[src/rtl/uart_pkg.sv]
// Shared definitions for the Wishbone UART transmitter: register offsets,
// STATUS bit positions, transmit FSM states and 8N1 line levels.
package uart_pkg;

  localparam logic [1:0] REG_TXDATA = 2'd0;
  localparam logic [1:0] REG_STATUS = 2'd1;
  localparam logic [1:0] REG_CTRL   = 2'd2;

  localparam int STAT_BUSY  = 0;
  localparam int STAT_FULL  = 1;
  localparam int STAT_EMPTY = 2;
  localparam int STAT_IE    = 3;
  localparam int STAT_OVF   = 4;

  localparam int   FRAME_DATA_BITS = 8;
  localparam logic LINE_IDLE  = 1'b1;
  localparam logic LINE_START = 1'b0;
  localparam logic LINE_STOP  = 1'b1;

  typedef enum logic [1:0] {
    TX_IDLE,
    TX_START,
    TX_DATA,
    TX_STOP
  } tx_state_t;

  function automatic logic [7:0] pack_status(input logic busy, input logic full,
                                             input logic empty, input logic ie,
                                             input logic ovf);
    logic [7:0] s;
    s             = 8'h00;
    s[STAT_BUSY]  = busy;
    s[STAT_FULL]  = full;
    s[STAT_EMPTY] = empty;
    s[STAT_IE]    = ie;
    s[STAT_OVF]   = ovf;
    return s;
  endfunction

endpackage

[src/rtl/uart_tx_fifo.sv]
// Small synchronous FIFO holding bytes waiting for the transmitter.
// Head word is visible combinationally so the FSM can load it on the pop edge.
module uart_tx_fifo #(
  parameter int WIDTH = 8,
  parameter int DEPTH = 4
) (
  input  logic             clk,
  input  logic             srst,
  input  logic             push,
  input  logic [WIDTH-1:0] push_data,
  input  logic             pop,
  output logic [WIDTH-1:0] pop_data,
  output logic             full,
  output logic             empty
);

  localparam int PTR_W = $clog2(DEPTH);
  localparam int CNT_W = PTR_W + 1;

  logic [WIDTH-1:0] mem [DEPTH];
  logic [PTR_W-1:0] wr_ptr_reg;
  logic [PTR_W-1:0] rd_ptr_reg;
  logic [CNT_W-1:0] count_reg;
  logic             do_push;
  logic             do_pop;

  // A push into a full FIFO is dropped even if a pop happens on the same edge.
  assign do_push  = push & ~full;
  assign do_pop   = pop & ~empty;
  assign full     = (count_reg == CNT_W'(DEPTH));
  assign empty    = (count_reg == '0);
  assign pop_data = mem[rd_ptr_reg];

  always_ff @(posedge clk) begin
    if (do_push) begin
      mem[wr_ptr_reg] <= push_data;
    end
  end

  always_ff @(posedge clk) begin
    if (srst) begin
      wr_ptr_reg <= '0;
      rd_ptr_reg <= '0;
      count_reg  <= '0;
    end else begin
      if (do_push) begin
        wr_ptr_reg <= wr_ptr_reg + PTR_W'(1);
      end
      if (do_pop) begin
        rd_ptr_reg <= rd_ptr_reg + PTR_W'(1);
      end
      case ({do_push, do_pop})
        2'b10:   count_reg <= count_reg + CNT_W'(1);
        2'b01:   count_reg <= count_reg - CNT_W'(1);
        default: count_reg <= count_reg;
      endcase
    end
  end

endmodule

[src/rtl/wb_uart_tx.sv]
// Wishbone-slave 8N1 UART transmitter: register decode, FIFO front end,
// baud/bit counters and the serialiser FSM, plus a drained-path interrupt.
module wb_uart_tx
  import uart_pkg::*;
#(
  parameter int CLK_DIV    = 434,
  parameter int FIFO_DEPTH = 4
) (
  input  logic       PClk,
  input  logic       Reset,
  input  logic [6:2] ADR_WB,
  input  logic [7:0] DAT_WB,
  input  logic       WE_WB,
  input  logic       STB_UTX,
  output logic       ACK_UTX,
  output logic [7:0] DAT_UTX,
  output logic       TxD,
  output logic       IntTx
);

  localparam int                BAUD_W      = $clog2(CLK_DIV);
  localparam logic [BAUD_W-1:0] BAUD_RELOAD = BAUD_W'(CLK_DIV - 1);
  localparam logic [2:0]        LAST_BIT    = 3'(FRAME_DATA_BITS - 1);

  // Bus-side state
  logic       ack_reg;
  logic [7:0] rd_data_reg;
  logic       ie_reg;
  logic       ovf_reg;
  logic       int_reg;

  logic       access;
  logic [1:0] reg_sel;
  logic       push_req;
  logic [7:0] status_value;
  logic [7:0] rd_value;
  logic       unused_adr;

  // Transmit path
  tx_state_t         state_reg, state_next;
  logic [BAUD_W-1:0] baud_reg, baud_next;
  logic [2:0]        bit_reg, bit_next;
  logic [7:0]        shift_reg, shift_next;
  logic              tx_reg, tx_next;

  logic       fifo_pop;
  logic       fifo_full;
  logic       fifo_empty;
  logic [7:0] fifo_data;

  uart_tx_fifo #(
    .WIDTH (8),
    .DEPTH (FIFO_DEPTH)
  ) u_fifo (
    .clk       (PClk),
    .srst      (Reset),
    .push      (push_req),
    .push_data (DAT_WB),
    .pop       (fifo_pop),
    .pop_data  (fifo_data),
    .full      (fifo_full),
    .empty     (fifo_empty)
  );

  // A strobe held through its own acknowledge is not a new access.
  assign access     = STB_UTX & ~ack_reg;
  assign reg_sel    = ADR_WB[3:2];
  assign push_req   = access & WE_WB & (reg_sel == REG_TXDATA);
  assign unused_adr = ^ADR_WB[6:4];

  assign status_value = pack_status(state_reg != TX_IDLE, fifo_full, fifo_empty,
                                    ie_reg, ovf_reg);

  always_comb begin
    rd_value = 8'h00;
    case (reg_sel)
      REG_STATUS: rd_value = status_value;
      REG_CTRL:   rd_value = {7'b0, ie_reg};
      default:    rd_value = 8'h00;
    endcase
  end

  always_ff @(posedge PClk) begin
    if (Reset) begin
      ack_reg     <= 1'b0;
      rd_data_reg <= 8'h00;
      ie_reg      <= 1'b0;
      ovf_reg     <= 1'b0;
      int_reg     <= 1'b0;
    end else begin
      ack_reg     <= access;
      rd_data_reg <= (access & ~WE_WB) ? rd_value : 8'h00;
      if (access & WE_WB & (reg_sel == REG_CTRL)) begin
        ie_reg <= DAT_WB[0];
      end
      if (push_req & fifo_full) begin
        ovf_reg <= 1'b1;
      end else if (access & ~WE_WB & (reg_sel == REG_STATUS)) begin
        ovf_reg <= 1'b0;
      end
      int_reg <= ie_reg & fifo_empty & (state_reg == TX_IDLE);
    end
  end

  always_ff @(posedge PClk) begin
    if (Reset) begin
      state_reg <= TX_IDLE;
      baud_reg  <= '0;
      bit_reg   <= '0;
      shift_reg <= '0;
      tx_reg    <= LINE_IDLE;
    end else begin
      state_reg <= state_next;
      baud_reg  <= baud_next;
      bit_reg   <= bit_next;
      shift_reg <= shift_next;
      tx_reg    <= tx_next;
    end
  end

  always_comb begin
    state_next = state_reg;
    baud_next  = baud_reg;
    bit_next   = bit_reg;
    shift_next = shift_reg;
    fifo_pop   = 1'b0;
    case (state_reg)
      TX_IDLE: begin
        baud_next = '0;
        bit_next  = '0;
        if (!fifo_empty) begin
          fifo_pop   = 1'b1;
          shift_next = fifo_data;
          state_next = TX_START;
          baud_next  = BAUD_RELOAD;
        end
      end
      TX_START: begin
        if (baud_reg == '0) begin
          state_next = TX_DATA;
          baud_next  = BAUD_RELOAD;
          bit_next   = '0;
        end else begin
          baud_next = baud_reg - BAUD_W'(1);
        end
      end
      TX_DATA: begin
        if (baud_reg == '0) begin
          baud_next  = BAUD_RELOAD;
          shift_next = {1'b0, shift_reg[7:1]};
          if (bit_reg == LAST_BIT) begin
            state_next = TX_STOP;
          end else begin
            bit_next = bit_reg + 3'(1);
          end
        end else begin
          baud_next = baud_reg - BAUD_W'(1);
        end
      end
      TX_STOP: begin
        if (baud_reg == '0) begin
          // Chain straight into the next start bit so frames stay contiguous.
          if (!fifo_empty) begin
            fifo_pop   = 1'b1;
            shift_next = fifo_data;
            state_next = TX_START;
            baud_next  = BAUD_RELOAD;
          end else begin
            state_next = TX_IDLE;
            baud_next  = '0;
          end
        end else begin
          baud_next = baud_reg - BAUD_W'(1);
        end
      end
      default: state_next = TX_IDLE;
    endcase
  end

  always_comb begin
    tx_next = LINE_IDLE;
    case (state_next)
      TX_START: tx_next = LINE_START;
      TX_DATA:  tx_next = shift_next[0];
      TX_STOP:  tx_next = LINE_STOP;
      default:  tx_next = LINE_IDLE;
    endcase
  end

  assign ACK_UTX = ack_reg;
  assign DAT_UTX = rd_data_reg;
  assign TxD     = tx_reg;
  assign IntTx   = int_reg;

endmodule

[config.mk]
export PLATFORM = sky130hd
export DESIGN_NAME = wb_uart_tx
export DESIGN_NICKNAME = d
export VERILOG_FILES = /design/src/rtl/uart_pkg.sv /design/src/rtl/uart_tx_fifo.sv /design/src/rtl/wb_uart_tx.sv
export SDC_FILE = /design/constraint.sdc
export NUM_CORES = 1
export LEC_CHECK = 0
export BUFFER_PORTS_ARGS = -buffer_cell sky130_fd_sc_hd__buf_4
export CORE_ASPECT_RATIO = 2
export CORE_MARGIN = 2
export CORE_UTILIZATION = 45
export CTS_BUF_LIST = sky130_fd_sc_hd__clkbuf_8
export DETAILED_ROUTE_END_ITERATION = 6
export PLACE_DENSITY = 0.64
export SKIP_CTS_REPAIR_TIMING = 1
export SYNTH_ARGS = -nofsm -noshare
export SYNTH_HDL_FRONTEND = slang
export SYNTH_SLANG_ARGS = --single-unit
[constraint.sdc]
create_clock -name PClk -period 2.5 [get_ports PClk]
set_input_delay 0.25 -clock PClk [delete_from_list [all_inputs] [get_ports PClk]]
set_output_delay 0.25 -clock PClk [all_outputs]
set_load 0.05 [all_outputs]
Word-level counts from Yosys, hierarchy flattened. Memory sizes are Yosys's and may differ from the RTL's. A register that Yosys moved wholly into a read port is not among the register bits. Index checks and enable logic that the tools add are counted.

Latch bits: 0. Bits in writable memories: 32. Output and inout port bits: 11. Memories kept: 1. Register bits: 42. Memory bits (read-only): 0.

Muxes and demuxes: 31. Add/subtract/negate cells: 6. Equal/unequal tests: 15. Multipliers: 0. Order comparisons: 0. Bitwise logic cells: 16. Div/mod/pow operators: 0. Reduce and logical (&&, ||, !) cells: 13. Shift-type cells: 0.

Memories: u_fifo.mem (words 4, bits a word 8, rd ports 1, clocked after memory_dff 1, write ports 1, line uart_tx_fifo.sv:20) `logic [WIDTH-1:0] mem [DEPTH];`.

Operators with widths (number): 9-bit two-way mux (3); 9-bit case mux with 3 select lines (1); 8-bit two-way mux (3); 8-bit case mux with 3 select lines (1); 2-bit two-way mux (7); 1-bit AND (11); 2-bit == test (second input constant) (5); 5-bit case mux with 2 select lines (1); 9-bit zero test (1); 3-bit two-way mux (3); 3-bit case mux with 3 select lines (1); 9-bit by 1-bit subtractor with 9-bit output (second input constant) (1); 2-bit by 1-bit == test with 1-bit output (second input constant) (4); 2-bit inequality test (second input constant) (4); 2-bit case mux with 4 select lines (1); 1-bit two-way mux (7); 3-bit by 1-bit adder with 3-bit output (second input constant) (2); 3-bit == test (second input constant) (2); 3-bit case mux with 2 select lines (1); 2-bit nonzero test (3); 3-bit nonzero test (2); 1-bit NOT (5); 2-bit by 1-bit adder with 2-bit output (second input constant) (2); 2-bit zero test (2); other kinds (6) (8).

Depth between registers and ports, before layout. Gate-level depths: netlist (run 1).

Word-level depth: 7. Depth in mapped cells: 11.

By module. A second synthesis (run 1) with hierarchy kept.

Cells, all modules: 295. Area, all modules: 3365.7 µm².

Modules (own cells, without submodules): wb_uart_tx (area each 1730.4 µm², instances 1, seq. area each 640.6 µm², cells an instance 199); uart_tx_fifo (area each 1635.3 µm², instances 1, seq. area each 1141.1 µm², cells an instance 96).

Worst setup path after synthesis (run 1). OpenSTA, ideal clock, no wires.

Kind: register to register. From: register baud_reg[0]. To: register u_fifo.count_reg[2]. Path buffers: 0. Arrival: 2653 ps. Setup slack: -224 ps. Data required time: 2430 ps. Period minus slack after synthesis: 2724 ps. Cell stages (with the launch flop): 12. Cell sequence: dfxtp_1 > inv_1 > ha_1 > nor4b_4 > a31oi_2 > nor3_1 > ha_1 > inv_1 > fa_1 > xor2_1 > or3_1 > a21oi_1.

Cells in the longest elaborated chain, start to end: 6. Elaborated cells on any way between the ends: 8.

RTL lines: from (decl) (line wb_uart_tx.sv:41) `logic [BAUD_W-1:0] baud_reg, baud_next;`; from (signal assigned) (line wb_uart_tx.sv:114) `baud_reg <= baud_next;`; 9-bit zero test (*) (line wb_uart_tx.sv:161) `if (baud_reg == '0) begin`; 1-bit two-way mux (*) (line wb_uart_tx.sv:161); 1-bit case mux with 2 select lines (*) (line wb_uart_tx.sv:127) `case (state_reg)`; 1-bit AND (*) (line uart_tx_fifo.sv:29) `assign do_pop = pop & ~empty;`; net u_fifo.do_pop (line uart_tx_fifo.sv:25) `logic do_pop;`; 2-bit by 1-bit == test with 1-bit output / 2-bit == test (equally long branches) (line uart_tx_fifo.sv:52) `case ({do_push, do_pop})`; 3-bit case mux with 2 select lines / 2-bit nonzero test (equally long branches); to (signal assigned) (line uart_tx_fifo.sv:53) `2'b10: count_reg <= count_reg + CNT_W'(1);`; to (signal assigned) (line uart_tx_fifo.sv:54) `2'b01: count_reg <= count_reg - CNT_W'(1);`; to (signal assigned) (line uart_tx_fifo.sv:55) `default: count_reg <= count_reg;`; to (decl) (line uart_tx_fifo.sv:23) `logic [CNT_W-1:0] count_reg;`.

The timed path passes the listed nets; every way through them passes the cells marked *. A chain may end at the register's enable or synchronous reset.

Worst setup path after layout (run 1).
From: register state_reg[0]. To: register u_fifo.count_reg[2].

Cells in the longest elaborated chain, start to end: 5. Elaborated cells on any way between the ends: 8.

RTL lines: from (decl) (line wb_uart_tx.sv:40) `tx_state_t state_reg, state_next;`; from (signal assigned) (line wb_uart_tx.sv:113) `state_reg <= state_next;`; 2-bit == test / 2-bit zero test (equally long branches) (line wb_uart_tx.sv:127); 1-bit case mux with 2 select lines (*) (line wb_uart_tx.sv:127); 1-bit AND (*) (line uart_tx_fifo.sv:29); net u_fifo.do_pop (line uart_tx_fifo.sv:25); 2-bit by 1-bit == test with 1-bit output / 2-bit == test (equally long branches) (line uart_tx_fifo.sv:52); 3-bit case mux with 2 select lines / 2-bit nonzero test (equally long branches).

Marks and branches as above.

==> impl_metrics.env, run 1 <==
export IMPL_setup_slack_ns=0.1304
export IMPL_fin_skew_ns=0.007731
export IMPL_num_vias=2270
export IMPL_cts_clk_slew_worst_paths_ns=0.08
export IMPL_clock_latency_ns=0.35
export IMPL_critPathLaunchType="flip-flop"
export IMPL_drv_slew=0
export IMPL_fin_setup_tns_ns=0
export IMPL_fp_dieH_um=125.8
export IMPL_largest_reg_flops=32
export IMPL_syn_area_per_cell_um2=11.59
export IMPL_dp_cells=404
export IMPL_drt_iter0_markers=84
export IMPL_grt_ovfl_total=0
export IMPL_synth_edf_count=32
export IMPL_num_io_pins=28
export IMPL_end_kind="flip-flop"
export IMPL_yosysSeqAreaShare_pct=53.39
export IMPL_detail_route_wl_per_cell_um=14.81
export IMPL_synth_area_leader_cell="edfxtp_1"
export IMPL_first_pass_iters=4
export IMPL_yosysMostFrequentCell="dfxtp_1"
export IMPL_ant_nets=0
export IMPL_grt_max_degree=30
export IMPL_path_class="reg2reg"
export IMPL_die_w_um=64.89
export IMPL_cp_arrival_ns=2.65
export IMPL_grt_util_all_layers_pct=16.94
export IMPL_dpl_cell_area_um2=3686
export IMPL_rrSetupSlack_ns=0.13
export IMPL_cp_startpoint="state_reg[0]"
export IMPL_reg2reg_from="state_reg[0]"
export IMPL_max_slew_margin_pct=64.69
export IMPL_clock_fmax_ghz=0.4220
export IMPL_drcViolationCount=0
export IMPL_drt_wl_total_um=6251
export IMPL_r2r_end="u_fifo.count_reg[2]"
export IMPL_synth_top_area_share_pct=28.80
export IMPL_area_growth_synth_to_final_pct=17.02
export IMPL_syn_inst=288
export IMPL_finalNonFillerCells=422
export IMPL_ys_warn_count=0
export IMPL_hold_viol_final=0
export IMPL_p_leak_nw=1.502
export IMPL_status="completed"
export IMPL_io_buffer_count=21
export IMPL_yosys_top_cells_area="edfxtp_1 29%, dfxtp_1 25%, ha_1 6.4%, mux4_2 5.4%, nor2_1 2.8%"
export IMPL_h_tree_depth=3
export IMPL_rows=44
export IMPL_pre_cts_slack_ns=0.04233
export IMPL_critPathRequiredTime_ns=2.78
export IMPL_root_buffer="clkbuf_8"
export IMPL_setup_violations=0
export IMPL_ys_seq_elements=73
export IMPL_synth_top_flop_cell="dfxtp_1"
export IMPL_synth_common_cells="41 x dfxtp_1, 32 x edfxtp_1, 25 x nor2_1"
export IMPL_cts_sinks=73
export IMPL_grt_pass1_wl_um=10500
export IMPL_antenna_found_initial=0
export IMPL_die_area_um2=8162
export IMPL_p_per_area_nw_per_um2=1067
export IMPL_cts_tree="done"
export IMPL_start_util_pct=46.27
export IMPL_final_cell_area_um2=3905
export IMPL_worstSetupEndpoint="u_fifo.count_reg[2]"
export IMPL_cts_buffers=9
export IMPL_ff2ff_path_depth=9
export IMPL_core_um2=7212
export IMPL_holdCritPathClass="in2reg"
export IMPL_worst_pin_slew_ns=0.5285
export IMPL_syn_area_um2=3337
export IMPL_async_reset_ff_share_pct=0
export IMPL_finalNetCount=360
export IMPL_viasPerCell=5.379
export IMPL_drive_above_1_share_pct=23.03
export IMPL_peakVddDrop_mv=0.4530
export IMPL_clk_path_buf_depth=2
export IMPL_grt_pass1_vias=2288
export IMPL_postLayoutCoreUtil_pct=54.15
export IMPL_gp_congestion=0.8127
export IMPL_diodes=0
export IMPL_drv_cap=0
export IMPL_ys_types=56
export IMPL_path_max_fanout=4
export IMPL_finalCritPeriodShare_pct=94.78
export IMPL_place_detailed_hpwl_um=4596
export IMPL_finalCriticalPeriod_ns=2.370
critical path: stages, from the launching register on:
cell	delay, ns
dfxtp_1	0.40
inv_1	0.10
ha_1	0.41
nor3_4	0.22
ha_2	0.21
inv_1	0.05
fa_2	0.33
xor2_1	0.15
or3_1	0.30
a21oi_1	0.14
cell usage in the layout, fill, tap and decap left out, types with 6 or more instances in the layout:
cell      count
a22o_1        6
buf_4        38
nand2_1      14
nor3_1        9
nor2_1       25
clkbuf_8      9
dfxtp_1      38
edfxtp_1     32
a21oi_1      17
ha_1         15
mux2i_1       8
mux4_2        8
inv_1        14
o21ai_0      14
worst min-delay path by stage:
stage                    from               end  depth (start not counted)
floorplan           DAT_WB[0]  u_fifo.mem[0][0]                          0
global placement    DAT_WB[2]  u_fifo.mem[2][2]                          1
detailed placement  DAT_WB[6]  u_fifo.mem[2][6]                          1
CTS                 DAT_WB[5]  u_fifo.mem[0][5]                          1
global route        DAT_WB[6]  u_fifo.mem[2][6]                          1
finish              DAT_WB[2]  u_fifo.mem[2][2]                          1
report_power, final:
part           switching (mW)  leakage, nW  total (mW)  internal, mW
Combinational           0.991        0.789        1.81         0.822
Clock                   0.483       0.0912       0.860         0.377
Sequential              0.123        0.622        1.49          1.37
per-stage QoR:
stage,hold slack [ns],total power [mW]
2_1_floorplan,0.3489,2.755
6_report,0.09152,4.166
4_1_cts,0.07638,4.139
3_3_place_gp,0.4498,3.247
5_1_grt,0.07790,4.455
3_5_place_dp,0.4529,3.273
cell type report:
cell class                 instances  area, µm²
fill                             645       3307
inverter                          15      56.30
multi-input combinational        188       1479
clock buffer                       9      123.9
tap                               92      115.1
clock inverter                     7      60.06
timing repair buffer              38      285.3
sequential                        73       1785
cell families (layout without fill, tap and decap cells):
family	count (synthesis)	after routing	share of synthesized area [%]
compound gates	58	58	11.40
xor+xnor	10	10	2.625
fa+ha+maj	18	18	6.974
buf+inv	29	69	3.637
flops	73	73	53.39
mux	16	16	7.799
other cells	1	3	0.1124
simple gates	83	83	14.06
per-layer routing:
metal	GRT usage [%]	part of all wire [%]
met4	7.760	1.6
met3	4.196	2.4
met5	0	0
met1	17.02	38
met2	31.53	58
No activity file was read; power rests on OpenSTA's default activity.
==> run 2, diff against run 1 <==
--- a/config.mk
+++ b/config.mk
@@ -6,7 +6,7 @@
 export NUM_CORES = 1
 export LEC_CHECK = 0
 export BUFFER_PORTS_ARGS = -buffer_cell sky130_fd_sc_hd__buf_4
-export CORE_ASPECT_RATIO = 2
+export CORE_ASPECT_RATIO = 0.5
 export CORE_MARGIN = 2
 export CORE_UTILIZATION = 45
 export CTS_BUF_LIST = sky130_fd_sc_hd__clkbuf_8
==> impl_metrics.env, run 2 (synthesis gave the netlist of run 1 again) <==
export IMPL_cts_buffers=9
export IMPL_power_internal_mw=2.620
export IMPL_clock_fmax_ghz=0.4127
export IMPL_r2r_end="u_fifo.count_reg[2]"
export IMPL_reg2reg_from="baud_reg[1]"
export IMPL_hold_end="u_fifo.mem[3][5]"
export IMPL_combPwrFrac_pct=41.7
export IMPL_switching_share_pct=37.44
export IMPL_holdPathStages=1
export IMPL_core_um2=7267
export IMPL_cts_clk_slew_worst_paths_ns=0.08
export IMPL_worst_pin_slew_ns=0.4968
export IMPL_viasPerCell=5.314
export IMPL_gp_congestion=0.7690
export IMPL_drv_slew=0
export IMPL_p_leak_nw=1.484
export IMPL_fp_dieH_um=64.89
export IMPL_holdCritPathClass="in2reg"
export IMPL_grt_pass1_wl_um=10450
export IMPL_grt_pass1_vias=2184
export IMPL_path_class="reg2reg"
export IMPL_finalCriticalPeriod_ns=2.423
export IMPL_layout_common_cells="40 x dfxtp_1, 33 x buf_4, 32 x edfxtp_1, 25 x nor2_1, 16 x a21oi_1"
export IMPL_detail_route_wl_per_cell_um=14.90
export IMPL_path_max_fanout=3
export IMPL_critPathRequiredTime_ns=2.80
export IMPL_power_mw=4.188
export IMPL_start_util_pct=45.92
export IMPL_area_growth_synth_to_final_pct=16.24
export IMPL_final_cell_area_um2=3879
export IMPL_hp_start="DAT_WB[5]"
export IMPL_grt_ovfl_total=0
export IMPL_fin_skew_ns=0.007490
export IMPL_first_pass_iters=4
export IMPL_grt_max_degree=30
export IMPL_io_buffer_count=21
export IMPL_drcViolationCount=0
export IMPL_finalNonFillerCells=421
export IMPL_mostFrequentLayoutCell="dfxtp_1"
export IMPL_crit_chain="inv_1, ha_2, nor4b_4, a31oi_4, nor3_2, ha_2, inv_1, fa_2, xor2_1, or3_1, a21oi_2"
export IMPL_power_switching_mw=1.568
export IMPL_h_tree_depth=3
export IMPL_die_w_um=125.8
export IMPL_grt_util_all_layers_pct=16.84
export IMPL_end_kind="flip-flop"
export IMPL_pwr_share_clk_pct=22.8
export IMPL_max_slew_margin_pct=66.81
export IMPL_cts_sinks=73
export IMPL_rrSetupSlack_ns=0.08
export IMPL_drt_iter0_markers=141
export IMPL_drt_wl_total_um=6273
export IMPL_finalCritPeriodShare_pct=96.93
export IMPL_root_buffer="clkbuf_8"
export IMPL_drv_cap=0
export IMPL_status="completed"
export IMPL_drive_above_1_share_pct=21.54
export IMPL_fin_setup_tns_ns=0
export IMPL_ant_nets=0
export IMPL_rsz0062_at_grt="false"
export IMPL_clock_latency_ns=0.37
export IMPL_rows=22
export IMPL_peakVddDrop_mv=0.4334
export IMPL_diodes=0
export IMPL_largest_reg_flops=32
export IMPL_setup_violations=0
export IMPL_cts_tree="done"
export IMPL_p_per_area_nw_per_um2=1080
export IMPL_critPathSlowestCell="dfxtp_1"
export IMPL_cp_slowest_stage_delay_ns=0.33
export IMPL_antenna_found_initial=0
export IMPL_hold_viol_final=0
export IMPL_cp_arrival_ns=2.72
export IMPL_num_vias=2237
export IMPL_num_io_pins=28
export IMPL_finalNetCount=355
export IMPL_dpl_cell_area_um2=3661
export IMPL_place_detailed_hpwl_um=4374
export IMPL_ff2ff_path_depth=11
export IMPL_dp_cells=404
export IMPL_die_area_um2=8162
export IMPL_p_seq_share_pct=35.5
export IMPL_clk_path_buf_depth=2
export IMPL_critPathLaunchType="flip-flop"
run 2: worst max-delay path by stage:
stage	start	end	slack, ns	cells past startpoint
2_1_floorplan	baud_reg[0]	u_fifo.count_reg[2]	-0.10	11
5_1_grt	baud_reg[1]	u_fifo.count_reg[2]	0.004	11
3_5_place_dp	baud_reg[0]	u_fifo.count_reg[2]	0.02	11
3_3_place_gp	baud_reg[0]	u_fifo.count_reg[2]	0.09	11
4_1_cts	baud_reg[0]	u_fifo.count_reg[2]	-0.02	11
6_report	baud_reg[1]	u_fifo.count_reg[2]	0.08	11
run 2: cell type report:
class | count | area [µm²]
Multi-Input combinational cell | 188 | 1466
Sequential cell | 73 | 1783
Inverter | 15 | 56.30
Timing Repair Buffer | 33 | 247.7
Clock inverter | 7 | 81.33
Fill cell | 664 | 3388
Tap cell | 96 | 120.1
Clock buffer | 9 | 123.9
run 2: metal layers:
metal,wire [µm],track usage [%],up-vias
li1,-,-,1119
met1,2873,20.68,1064
met2,3041,27.23,46
met3,261,6.028,8
met4,97,7.280,0
met5,0,0,-
run 2: power by group through the flow:
| stage | sequential (mW) | combinational [mW] | clock, mW |
|---|---|---|---|
| 3_5_place_dp | 1.51 | 1.71 | 0 |
| 5_1_grt | 1.50 | 1.92 | 1.03 |
| 6_report | 1.49 | 1.74 | 0.956 |
| 4_1_cts | 1.49 | 1.72 | 0.977 |
| 3_3_place_gp | 1.50 | 1.66 | 0 |
| 2_1_floorplan | 1.51 | 1.25 | 0 |
run 2: stage by stage:
stage	hold WS (ns)	setup slack [ns]	utilization, %
detailed placement	0.4544	0.01939	50.38
finish	0.07800	0.07669	53.37
floorplan	0.3489	-0.1017	-
global placement	0.4493	0.09018	50.38
CTS	0.06727	-0.01616	53.20
global route	0.06277	0.004253	53.37
run 2: worst max-delay path, delay by kind of cell (launching register included):
kind	cells	cell delay, ns
AO/OA/AOI/OAI	2	0.25
XOR/XNOR	1	0.16
adder cells (fa/ha/maj)	3	0.71
buffers and inverters	2	0.11
flip-flops	1	0.33
AND/OR/NAND/NOR	3	0.80
==> run 3, diff against run 2 <==
==> constraint.sdc (replaced) <==
create_clock -name PClk -period 2.5 [get_ports PClk]
set_input_delay 0.5 -clock PClk [delete_from_list [all_inputs] [get_ports PClk]]
set_output_delay 0.5 -clock PClk [all_outputs]
set_load 0.05 [all_outputs]
==> impl_metrics.env, run 3 (synthesis gave the netlist of run 1 again) <==
export IMPL_grt_most_used_layer="met2"
export IMPL_path_max_fanout=3
export IMPL_reg2reg_from="baud_reg[0]"
export IMPL_cts_clk_slew_worst_paths_ns=0.08
export IMPL_cts_tree="done"
export IMPL_crit_chain="inv_2, ha_4, nor4b_4, a31oi_4, nor3_4, ha_2, inv_2, fa_2, xor2_1, or3_1, a21oi_2"
export IMPL_ff2ff_path_depth=11
export IMPL_combPwrFrac_pct=41.4
export IMPL_p_seq_share_pct=34.9
export IMPL_cts_buffers=9
export IMPL_grt_ovfl_total=0
export IMPL_worstSetupEndpoint="u_fifo.count_reg[2]"
export IMPL_setup_violations=0
export IMPL_grt_pass1_vias=2265
export IMPL_clock_fmax_ghz=0.4223
export IMPL_io_buffer_count=21
export IMPL_clk_path_buf_depth=2
export IMPL_holdPathStages=1
export IMPL_holdCritPathClass="in2reg"
export IMPL_largest_reg_flops=32
export IMPL_fin_skew_ns=0.009639
export IMPL_mostFrequentLayoutCell="dfxtp_1"
export IMPL_viasPerCell=5.232
export IMPL_die_w_um=125.8
export IMPL_finalCritPeriodShare_pct=94.71
export IMPL_pwr_share_clk_pct=23.7
export IMPL_peakVddDrop_mv=0.5356
export IMPL_cp_startpoint="baud_reg[0]"
export IMPL_drcViolationCount=0
export IMPL_grt_use_met1_pct=19.56
export IMPL_critPathLaunchType="flip-flop"
export IMPL_place_detailed_hpwl_um=4194
export IMPL_postLayoutCoreUtil_pct=53.93
export IMPL_antenna_found_initial=0
export IMPL_p_per_area_nw_per_um2=1086
export IMPL_num_io_pins=28
export IMPL_area_growth_synth_to_final_pct=17.44
export IMPL_root_buffer="clkbuf_8"
export IMPL_drive_above_1_share_pct=22.09
export IMPL_critPathSlowestCell="dfxtp_2"
export IMPL_clock_latency_ns=0.35
export IMPL_switching_share_pct=35.78
export IMPL_first_pass_iters=4
export IMPL_start_util_pct=45.92
export IMPL_drv_slew=0
export IMPL_grt_util_all_layers_pct=16.53
export IMPL_h_tree_depth=3
export IMPL_cts_sinks=73
export IMPL_grt_use_met3_pct=6.441
export IMPL_detail_route_wl_per_cell_um=14.29
export IMPL_end_kind="flip-flop"
export IMPL_rows=22
export IMPL_status="completed"
export IMPL_r2r_end="u_fifo.count_reg[2]"
export IMPL_drt_wl_total_um=6031
export IMPL_power_mw=4.254
export IMPL_critPathRequiredTime_ns=2.78
export IMPL_ant_nets=0
export IMPL_core_um2=7267
export IMPL_fp_dieH_um=64.89
export IMPL_num_vias=2208
export IMPL_cpMostUsedCell="inv_2"
export IMPL_cp_arrival_ns=2.65
export IMPL_fillerInstances=650
export IMPL_grtUsageMet2_pct=27.91
export IMPL_cp_slowest_stage_delay_ns=0.34
export IMPL_diodes=0
export IMPL_finalNetCount=356
export IMPL_hold_viol_final=0
export IMPL_die_area_um2=8162
export IMPL_drt_iter0_markers=104
export IMPL_power_switching_mw=1.522
export IMPL_finalCriticalPeriod_ns=2.368
export IMPL_drv_cap=0
export IMPL_path_class="reg2reg"
export IMPL_rrSetupSlack_ns=0.13
export IMPL_grt_pass1_wl_um=10410
export IMPL_rsz0062_at_grt="false"
export IMPL_power_internal_mw=2.732
export IMPL_p_leak_nw=1.502
export IMPL_layout_common_cells="40 x dfxtp_1, 34 x buf_4, 32 x edfxtp_1, 25 x nor2_1, 16 x a21oi_1"
export IMPL_grt_max_degree=30
export IMPL_gp_congestion=0.7494
-- run 3: layer usage --
layer | vias to the layer above | wire length, µm
met2 | 26 | 2933
met4 | 0 | 59
met1 | 1064 | 2825
met3 | 6 | 212
met5 | - | 0
li1 | 1112 | -
-- run 3: worst min-delay path by stage --
stage,from,endpoint
6_report,DAT_WB[5],u_fifo.mem[2][5]
5_1_grt,DAT_WB[5],u_fifo.mem[2][5]
4_1_cts,DAT_WB[5],u_fifo.mem[0][5]
3_5_place_dp,bit_reg[1],bit_reg[1]
3_3_place_gp,bit_reg[2],bit_reg[2]
2_1_floorplan,ie_reg,IntTx
-- run 3: area by class of cell --
| class | instances | area [µm²] | share of cell area, % |
|---|---|---|---|
| inverters | 15 | 56.30 | 1.437 |
| flip-flops and latches | 73 | 1783 | 45.50 |
| multi-input cells | 188 | 1483 | 37.84 |
| clock buffers | 9 | 123.9 | 3.161 |
| well taps | 96 | 120.1 | 3.065 |
| clock inverters | 7 | 97.59 | 2.490 |
| repair buffers | 34 | 255.2 | 6.513 |
-- run 3: critical path, delay by kind of cell (launching register included) --
family	cells	cell delay (ns)
and+or+nand+nor	3	0.77
adders and majority gates	3	0.67
DFF	1	0.34
AOI/OAI and AO/OA	2	0.27
xor gates and xnor gates	1	0.15
buffers and inverters	2	0.11
-- run 3: metrics by stage --
step	setup WS, ns	instances	TNS [ns]	hold WS [ns]	area, µm²
after floorplan	-0.1017	290	-0.1017	0.4362	3366
after global placement	0.09182	405	0	0.4624	3669
after detailed placement	-0.04218	405	-0.04218	0.4714	3669
after CTS	-0.05166	421	-0.05166	0.3253	3890
after global routing	0.004267	422	0	0.3229	3919
final	0.1322	422	0	0.3424	3919
-- run 3: power groups by stage --
stage | combinational [mW] | sequential (mW) | clock [mW]
3_5_place_dp | 1.70 | 1.51 | 0
5_1_grt | 1.96 | 1.50 | 1.08
3_3_place_gp | 1.68 | 1.50 | 0
4_1_cts | 1.72 | 1.48 | 1.03
2_1_floorplan | 1.25 | 1.51 | 0
6_report | 1.76 | 1.49 | 1.01
